==> src/rtl/onehot_enc_pkg.sv <==
// Shared types and default sizes for the one-hot index serializer.
package onehot_enc_pkg;

    localparam int N_OUT_DEF = 4;
    localparam int N_IN_DEF  = 2 ** N_OUT_DEF;

    typedef enum logic [1:0] {
        IDLE,
        SERVE,
        DONE
    } state_e;

endpackage

==> src/rtl/onehot_encoder_serializer_find_first_set.sv <==
// Combinational priority picker: index of the lowest (or highest) set bit of vec.
module find_first_set #(
    parameter int N_OUT      = 4,
    parameter bit HIGH_FIRST = 1'b0,
    localparam int N_IN      = 2 ** N_OUT
) (
    input  logic [N_IN-1:0]  vec,
    output logic [N_OUT-1:0] idx,
    output logic             found
);

    // The last match in scan order wins, so scan away from the preferred end.
    always_comb begin
        idx   = '0;
        found = |vec;
        if (HIGH_FIRST) begin
            for (int i = 0; i < N_IN; i++) begin
                if (vec[i]) idx = N_OUT'(i);
            end
        end else begin
            for (int i = N_IN - 1; i >= 0; i--) begin
                if (vec[i]) idx = N_OUT'(i);
            end
        end
    end

endmodule

==> src/rtl/onehot_encoder_serializer.sv <==
// Serializes a multi-hot request vector into binary indices on a valid/ready port.
module onehot_encoder_serializer
    import onehot_enc_pkg::*;
#(
    parameter int N_OUT      = N_OUT_DEF,
    parameter bit HIGH_FIRST = 1'b0,
    localparam int N_IN      = 2 ** N_OUT
) (
    input  logic             clk,
    input  logic             rst,
    input  logic [N_IN-1:0]  in,
    input  logic             load,
    output logic [N_OUT-1:0] out,
    output logic             out_valid,
    input  logic             out_ready,
    output logic             busy,
    output logic             done,
    output logic             empty
);

    state_e            state_q, state_d;
    logic [N_IN-1:0]   pending_q, pending_d;
    logic [N_OUT-1:0]  out_q, out_d;
    logic              valid_q, valid_d;
    logic              busy_q, busy_d;
    logic              done_q, done_d;
    logic              empty_q, empty_d;

    logic [N_IN-1:0]   clr_mask;
    logic [N_OUT-1:0]  ffs_idx;
    logic              ffs_found;
    logic              handshake;

    assign handshake = valid_q & out_ready;
    assign clr_mask  = N_IN'(1) << out_q;

    // Kept apart from the main next-state block so the picker sees a settled pending_d.
    always_comb begin
        pending_d = pending_q;
        if (state_q == IDLE && load && (|in)) begin
            pending_d = in;
        end else if (state_q == SERVE && handshake) begin
            pending_d = pending_q & ~clr_mask;
        end
    end

    find_first_set #(
        .N_OUT      (N_OUT),
        .HIGH_FIRST (HIGH_FIRST)
    ) u_ffs (
        .vec   (pending_d),
        .idx   (ffs_idx),
        .found (ffs_found)
    );

    // NOTE: every signal assigned here gets a default first, so no latch is inferred.
    always_comb begin
        state_d = state_q;
        out_d   = out_q;
        valid_d = valid_q;
        done_d  = 1'b0;
        empty_d = 1'b0;
        unique case (state_q)
            IDLE: begin
                if (load) begin
                    if (|in) begin
                        out_d   = ffs_idx;
                        valid_d = 1'b1;
                        state_d = SERVE;
                    end else begin
                        empty_d = 1'b1;
                    end
                end
            end
            SERVE: begin
                if (handshake) begin
                    if (ffs_found) begin
                        out_d = ffs_idx;
                    end else begin
                        out_d   = '0;
                        valid_d = 1'b0;
                        done_d  = 1'b1;
                        state_d = DONE;
                    end
                end
            end
            DONE:    state_d = IDLE;
            default: state_d = IDLE;
        endcase
        busy_d = (state_d != IDLE);
    end

    // NOTE: pending is a plain register, not a memory array, so it is reset with the rest.
    always_ff @(posedge clk or posedge rst) begin
        if (rst) begin
            state_q   <= IDLE;
            pending_q <= '0;
            out_q     <= '0;
            valid_q   <= 1'b0;
            busy_q    <= 1'b0;
            done_q    <= 1'b0;
            empty_q   <= 1'b0;
        end else begin
            state_q   <= state_d;
            pending_q <= pending_d;
            out_q     <= out_d;
            valid_q   <= valid_d;
            busy_q    <= busy_d;
            done_q    <= done_d;
            empty_q   <= empty_d;
        end
    end

    assign out       = out_q;
    assign out_valid = valid_q;
    assign busy      = busy_q;
    assign done      = done_q;
    assign empty     = empty_q;

endmodule
==> config.mk <==
export PLATFORM = sky130hd
export DESIGN_NAME = onehot_encoder_serializer
export DESIGN_NICKNAME = d
export VERILOG_FILES = /design/src/rtl/onehot_enc_pkg.sv /design/src/rtl/onehot_encoder_serializer_find_first_set.sv /design/src/rtl/onehot_encoder_serializer.sv
export SDC_FILE = /design/constraint.sdc
export NUM_CORES = 1
export LEC_CHECK = 0
export CAP_MARGIN = 20
export CORE_MARGIN = 1
export CORE_UTILIZATION = 45
export CTS_BUF_LIST = sky130_fd_sc_hd__clkbuf_4 sky130_fd_sc_hd__clkbuf_8
export CTS_CLUSTER_DIAMETER = 200
export DETAILED_ROUTE_END_ITERATION = 12
export GPL_TIMING_DRIVEN = 0
export HOLD_SLACK_MARGIN = 0.02
export PLACE_DENSITY = 0.69
export SLEW_MARGIN = 20
export SYNTH_ARGS = -nofsm -noshare
export SYNTH_HDL_FRONTEND = slang
export SYNTH_SLANG_ARGS = --single-unit
export TNS_END_PERCENT = 20
==> constraint.sdc <==
create_clock -name clk -period 3.95 [get_ports clk]
set_clock_uncertainty 0.15 [all_clocks]
set_input_delay 0.5925 -clock clk [delete_from_list [all_inputs] [get_ports clk]]
set_output_delay 0.5925 -clock clk [all_outputs]
set_load 0.02 [all_outputs]
# [Word level (Yosys, flattened, before mapping)]
# Index checks and enable logic that the tools add are counted.
[totals] input_bits=20 ff_bits=26 elab_cells=65
[classes] mux=39 reduce_logical=10 shift=1 n_eq_ne=5 bitwise_logic=3
[ops] op="two-way mux 4 bit" n=20
[ops] op="two-way mux 16 bit" n=2
[ops] op="OR reduction 16 bit" n=2
[ops] op="bitwise AND 16 bit" n=1
[ops] op="inverter 16 bit" n=1
[ops] op="left shift 1 x 4 -> 16 bit (first input constant)" n=1
[ops] op="two-way mux 1 bit" n=10
[ops] op="two-way mux 2 bit" n=4
[ops] op="case mux 4 bit (2 select lines)" n=1
[ops] op="inequality test 2 bit (second input constant)" n=3
[ops] op="AND reduction 5 bit" n=1
[ops] op="case mux 2 bit (2 select lines)" n=1
[ops] op="AND reduction 4 bit" n=1
[ops] op="nonzero test 2 bit" n=2
[ops] op="logical AND 1 bit" n=3
[ops] op="equality test 2 x 1 -> 1 bit (second input constant)" n=1
[ops] op="logical NOT 2 bit" n=1
[ops] op="inequality test 2 x 1 -> 1 bit (second input constant)" n=1
[ops] op="case mux 1 bit (2 select lines)" n=1
[ops] op="bitwise AND 1 bit" n=1

# [Logic depth before layout (Yosys ltp)]
[logic_depth] depth_word=24 ltp_mapped=9 ltp_nobuf=6

# [Cells and area by module]
# A second synthesis with hierarchy kept.
[hier_totals] cells_unflattened=142 hier_area_um2=1391.3
[by_module_without_submodules] mod="onehot_encoder_serializer" seq_area_each_um2=650.6 cells_per_inst=108 instances=1 area_each_um2=1214.9
[by_module_without_submodules] mod="find_first_set" seq_area_each_um2=0.0 cells_per_inst=34 instances=1 area_each_um2=176.4

# [Worst setup path after synthesis]
# Ideal clock, no wire load.
[synth_timing] kind="input to register" start="input load" end="register out_q[0], in the netlist out[0]" path_stages=8 path_buffers=2 setup_ns=0.104 required_ns=3.696 slack_ns=1.382 t_arrival_ns=2.314 cell_sequence="or3b_1 > buf_2 > a41o_1 > buf_6 > mux2_4 > and2_1 > o21ba_1 > o41ai_2"
[synth_via] word_cells_on_any_way=27 classes_between="1 x eq/ne; 22 x mux; 4 x reduce/logical"
[synth_lines] item="from (decl)" line_no="onehot_encoder_serializer.sv:12" source="input logic load,"
[synth_lines] item="logical AND 1 bit * (2 in series)" line_no="onehot_encoder_serializer.sv:40" source="if (state_q == IDLE && load && (|in)) begin"
[synth_lines] item="two-way mux 16 bit *" line_no="onehot_encoder_serializer.sv:40"
[synth_lines] item="named net pending_d[4]" line_no="onehot_encoder_serializer.sv:22" source="logic [N_IN-1:0] pending_q, pending_d;"
[synth_lines] item="two-way mux 4 bit (5 in series)" line_no="onehot_encoder_serializer_find_first_set.sv:22" source="if (vec[i]) idx = N_OUT'(i);"
[synth_lines] item="two-way mux 4 bit (on tied branches)" line_no="onehot_encoder_serializer.sv:77, onehot_encoder_serializer.sv:66"
[synth_lines] item="two-way mux 4 bit (on tied branches)" line_no="onehot_encoder_serializer.sv:76, onehot_encoder_serializer.sv:65"
[synth_lines] item="case mux 4 bit (2 select lines) *" line_no="onehot_encoder_serializer.sv:63" source="unique case (state_q)"
[synth_lines] item="to (signal assigned)" line_no="onehot_encoder_serializer.sv:106" source="out_q <= out_d;"
[synth_lines] item="to (decl)" line_no="onehot_encoder_serializer.sv:23" source="logic [N_OUT-1:0] out_q, out_d;"
# The timed path passes the listed nets; every way through them passes the cells marked *. The select of a mux whose other input is x is not followed.
# A chain may end at the register's enable or synchronous reset.

# [Worst setup path in the final report]
[layout_timing] start="input in[12]" end="register out_q[0], in the netlist out[0]"
[layout_via] elab_chain_cells=22 word_cells_on_any_way=27 classes_between="1 x eq/ne; 22 x mux; 4 x reduce/logical"
[layout_rtl] item="from (decl)" line_no="onehot_encoder_serializer.sv:11" source="input logic [N_IN-1:0] in,"
[layout_rtl] item="OR reduction 16 bit" line_no="onehot_encoder_serializer.sv:40, onehot_encoder_serializer.sv:66"
[layout_rtl] item="logical AND 1 bit" line_no="onehot_encoder_serializer.sv:40"
[layout_rtl] item="two-way mux 16 bit" line_no="onehot_encoder_serializer.sv:40"
[layout_rtl] item="two-way mux 4 bit (16 in series)" line_no="onehot_encoder_serializer_find_first_set.sv:22"
[layout_rtl] item="two-way mux 4 bit (on tied branches)" line_no="onehot_encoder_serializer.sv:77, onehot_encoder_serializer.sv:66"
[layout_rtl] item="two-way mux 4 bit (on tied branches)" line_no="onehot_encoder_serializer.sv:76, onehot_encoder_serializer.sv:65"
[layout_rtl] item="case mux 4 bit (2 select lines)" line_no="onehot_encoder_serializer.sv:63"
# Parallel ways exist; a longest one is shown, timed or not. The select of a mux whose other input is x is not followed.

==> flow_summary.yaml <==
synthesis:
  synthArstFlopShare_pct: 100
  ys_warn_count: 0
  synth_simple_gate_area_share_pct: 24.9
  synth_flop_cell: "dfrtp_1"
  syn_area_sq_mm: 0.00182
  synth_cell_types: 52
  muxShareOfSynthArea_pct: 9.27
  synth_compound_area_share_pct: 25.4
  synthesis.nets: 217
  synthTopCellsByCount: "26 x dfrtp_1, 17 x nand2_1, 15 x nor2_1"
  syn_avg_cell_area_sq_um: 9.25
  yosys.area_share.adder_pct: 0
  synthTopCellsByArea: "dfrtp_1 36%, mux2i_1 6.6%, o21ai_0 3.6%"
  postSynthCellCount: 197
  ys_seq_area_share_pct: 35.7
  synth_xor_area_share_pct: 0
  synth_top_family_by_area: "compound AO/OA/AOI/OAI gates"
  yosysMostFrequentCell: "dfrtp_1"
  yosysTopAreaCellShare_pct: 35.7
  synth_edf_count: 0
  synth_largest_area_cell: "dfrtp_1"
  synth_seq_cells: 26
run:
  drv_cap: 0
clock_tree:
  clockRootBuffer: "clkbuf_8"
  clk_latency_ns: 0.27
  clkTransAtPathRegs_ns: 0.10
  cts_resized: 0
  cts_tree: "built"
  cts_htree_levels: 1
  cts_buffer_depth: 2
  cts_buffers: 3
  postCtsSetupBuffers: 0
  cts_hold_buf: 0
  clkSinkCount: 26
detailed_routing:
  dr_wl_met3_um: 250
  wl_per_cell_um: 19.1
  dr.pass1.iters: 5
  met1_length_um: 2390
  routed_via_density: 6.34
  vias: 1751
  wl_um: 5280
  ant_nets: 0
  drc: 0
  wl_met2_um: 2570
  first_iter_violations: 168
  top_layer: "met4"
layout:
  n_antenna_cell: 0
  register_area_sq_um: 651
  multi_input_area_sq_mm: 0.00108
  drive_gt1_share_pct: 10.5
  num-nets-final: 249
  n_fill_cell: 348
  syn_to_final_growth_pct: 22.0
run_status:
  outcome: "complete, no violations"
placed_design:
  io_buffer_count: 27
  gp_congestion: 0.903
  dp_hpwl_um: 3990
  place_ws_ns: 0.376
floorplanning:
  io_pins: 28
  core_sq_mm: 0.00377
  die_x_um: 65.6
  die_h_um: 65.6
  row_count: 22
  die_area_sq_mm: 0.00431
  start_util_pct: 48.3
critical_path:
  start_kind: "input port"
  critical_path_required_ns: 3.95
  arrival_ns: 3.37
  worstSetupPathType: "input port to flip-flop"
  cp_max_fo: 10
  end_kind: "flip-flop"
sta:
  final-setup-viol-count: 0
  finalCritPeriodShare_pct: 85.4
  tightest_slew_ns: 0.645
  fin_crit_ns: 3.37
  max_freq_mhz: 296
  slew_headroom_pct: 57.0
  fin_setup_tns_ns: 0
  finalHoldViolations: 0
  finalMaxSlewViolations: 0
  rsz0062_at_grt: "false"
  setup_slack_ns: 0.576
power:
  powerDensity_mw_per_mm2: 719
  leakage_nw: 0.913
  peakVddDrop_v: 0.000302
hold_path:
  hold_class: "flip-flop to flip-flop"
grt:
  grt_antenna_before_repair: 0
  grt_max_degree: 27
  grt_pass1_wl_um: 8740
  grt_pass1_vias: 1754
  gr-usage-all-layers_pct: 26.9
  grt_overflow: 0
==> worst paths after layout <==
check	startpoint	to	slack (ns)	cells after the start
max	in[12]	out[0]$_DFFE_PP0P_	0.58	7
min	pending_q[15]$_DFF_PP0_	pending_q[15]$_DFF_PP0_	0.44	2
max reg2reg	state_q[1]$_DFF_PP0_	out[0]$_DFFE_PP0P_	0.97	7
min reg2reg	pending_q[15]$_DFF_PP0_	pending_q[15]$_DFF_PP0_	0.44	2
max in group asynchronous	rst	pending_q[8]$_DFF_PP0_	2.73	2
min in group asynchronous	rst	pending_q[0]$_DFF_PP0_	0.54	2
==> stage by stage <==
step | std cells | power, mW | hold slack, ns | util [%] | cell area [sq um]
after floorplan | 197 | 1.08 | 0.383 | - | 1820
after global placement | 272 | 1.34 | 0.417 | 57.1 | 2150
after detailed placement | 272 | 1.36 | 0.419 | 57.1 | 2150
after CTS | 276 | 1.59 | 0.435 | 59.0 | 2220
after global routing | 276 | 1.70 | 0.472 | 59.0 | 2220
final | 276 | 1.60 | 0.439 | 59.0 | 2220
==> report_power, final <==
part | total [mW] | switching (mW) | internal (mW)
logic | 0.909 | 0.524 | 0.384
registers | 0.462 | 0.0930 | 0.369
clock network | 0.228 | 0.0921 | 0.136
==> critical path, cell delays in order <==
cell	delay (ns)
clkdlybuf4s50_1	0.47
nor4_2	0.61
a41oi_2	0.45
nor4_2	0.47
o21bai_1	0.20
o31ai_1	0.42
o41ai_2	0.16
==> sequential cells by signal (all words and copies together) (netlist names) <==
name / cells
pending_q: 16
busy: 1
out_valid: 1
empty: 1
out: 4
state_q: 2
done: 1
==> layout by cell type, fill, tap and decap left out, types with 3 or more instances in the layout <==
cell and instances:
clkbuf_8 3, nand3_1 4, nand2_1 17, o31a_1 6, nor3_1 7, mux2i_1 12, inv_1 8, dfrtp_1 26
o41ai_1 4, nor4_2 3, nand2b_1 7, o31ai_1 5, clkbuf_1 5, or2_2 3, buf_2 3, a41oi_1 4
mux2_2 3, clkdlybuf4s50_1 27, o21ai_0 13, nor2b_1 4, a41o_1 4, nor2_1 15
==> routing by layer <==
metal	vias to the layer above	global-route usage, %
met1	853	37.1
met4	0	6.25
met5	-	0
met2	68	44.1
li1	820	-
met3	10	3.47
==> cell type report <==
cell class	instances	area share, %
plain buffers	10	2.36
clock buffers	3	1.86
clock inverters	1	1.35
inverters	9	1.52
multi-input cells	152	48.8
flip-flops and latches	26	29.3
well taps	48	2.70
repair buffers	27	12.2
==> cell families after synthesis <==
group                  count (synthesis)
multiplexers                          16
buffers and inverters                 19
AND/OR/NAND/NOR                       77
flip-flops                            26
AO/OA/AOI/OAI                         59
Note: power is estimated with default switching activity, not from simulation.
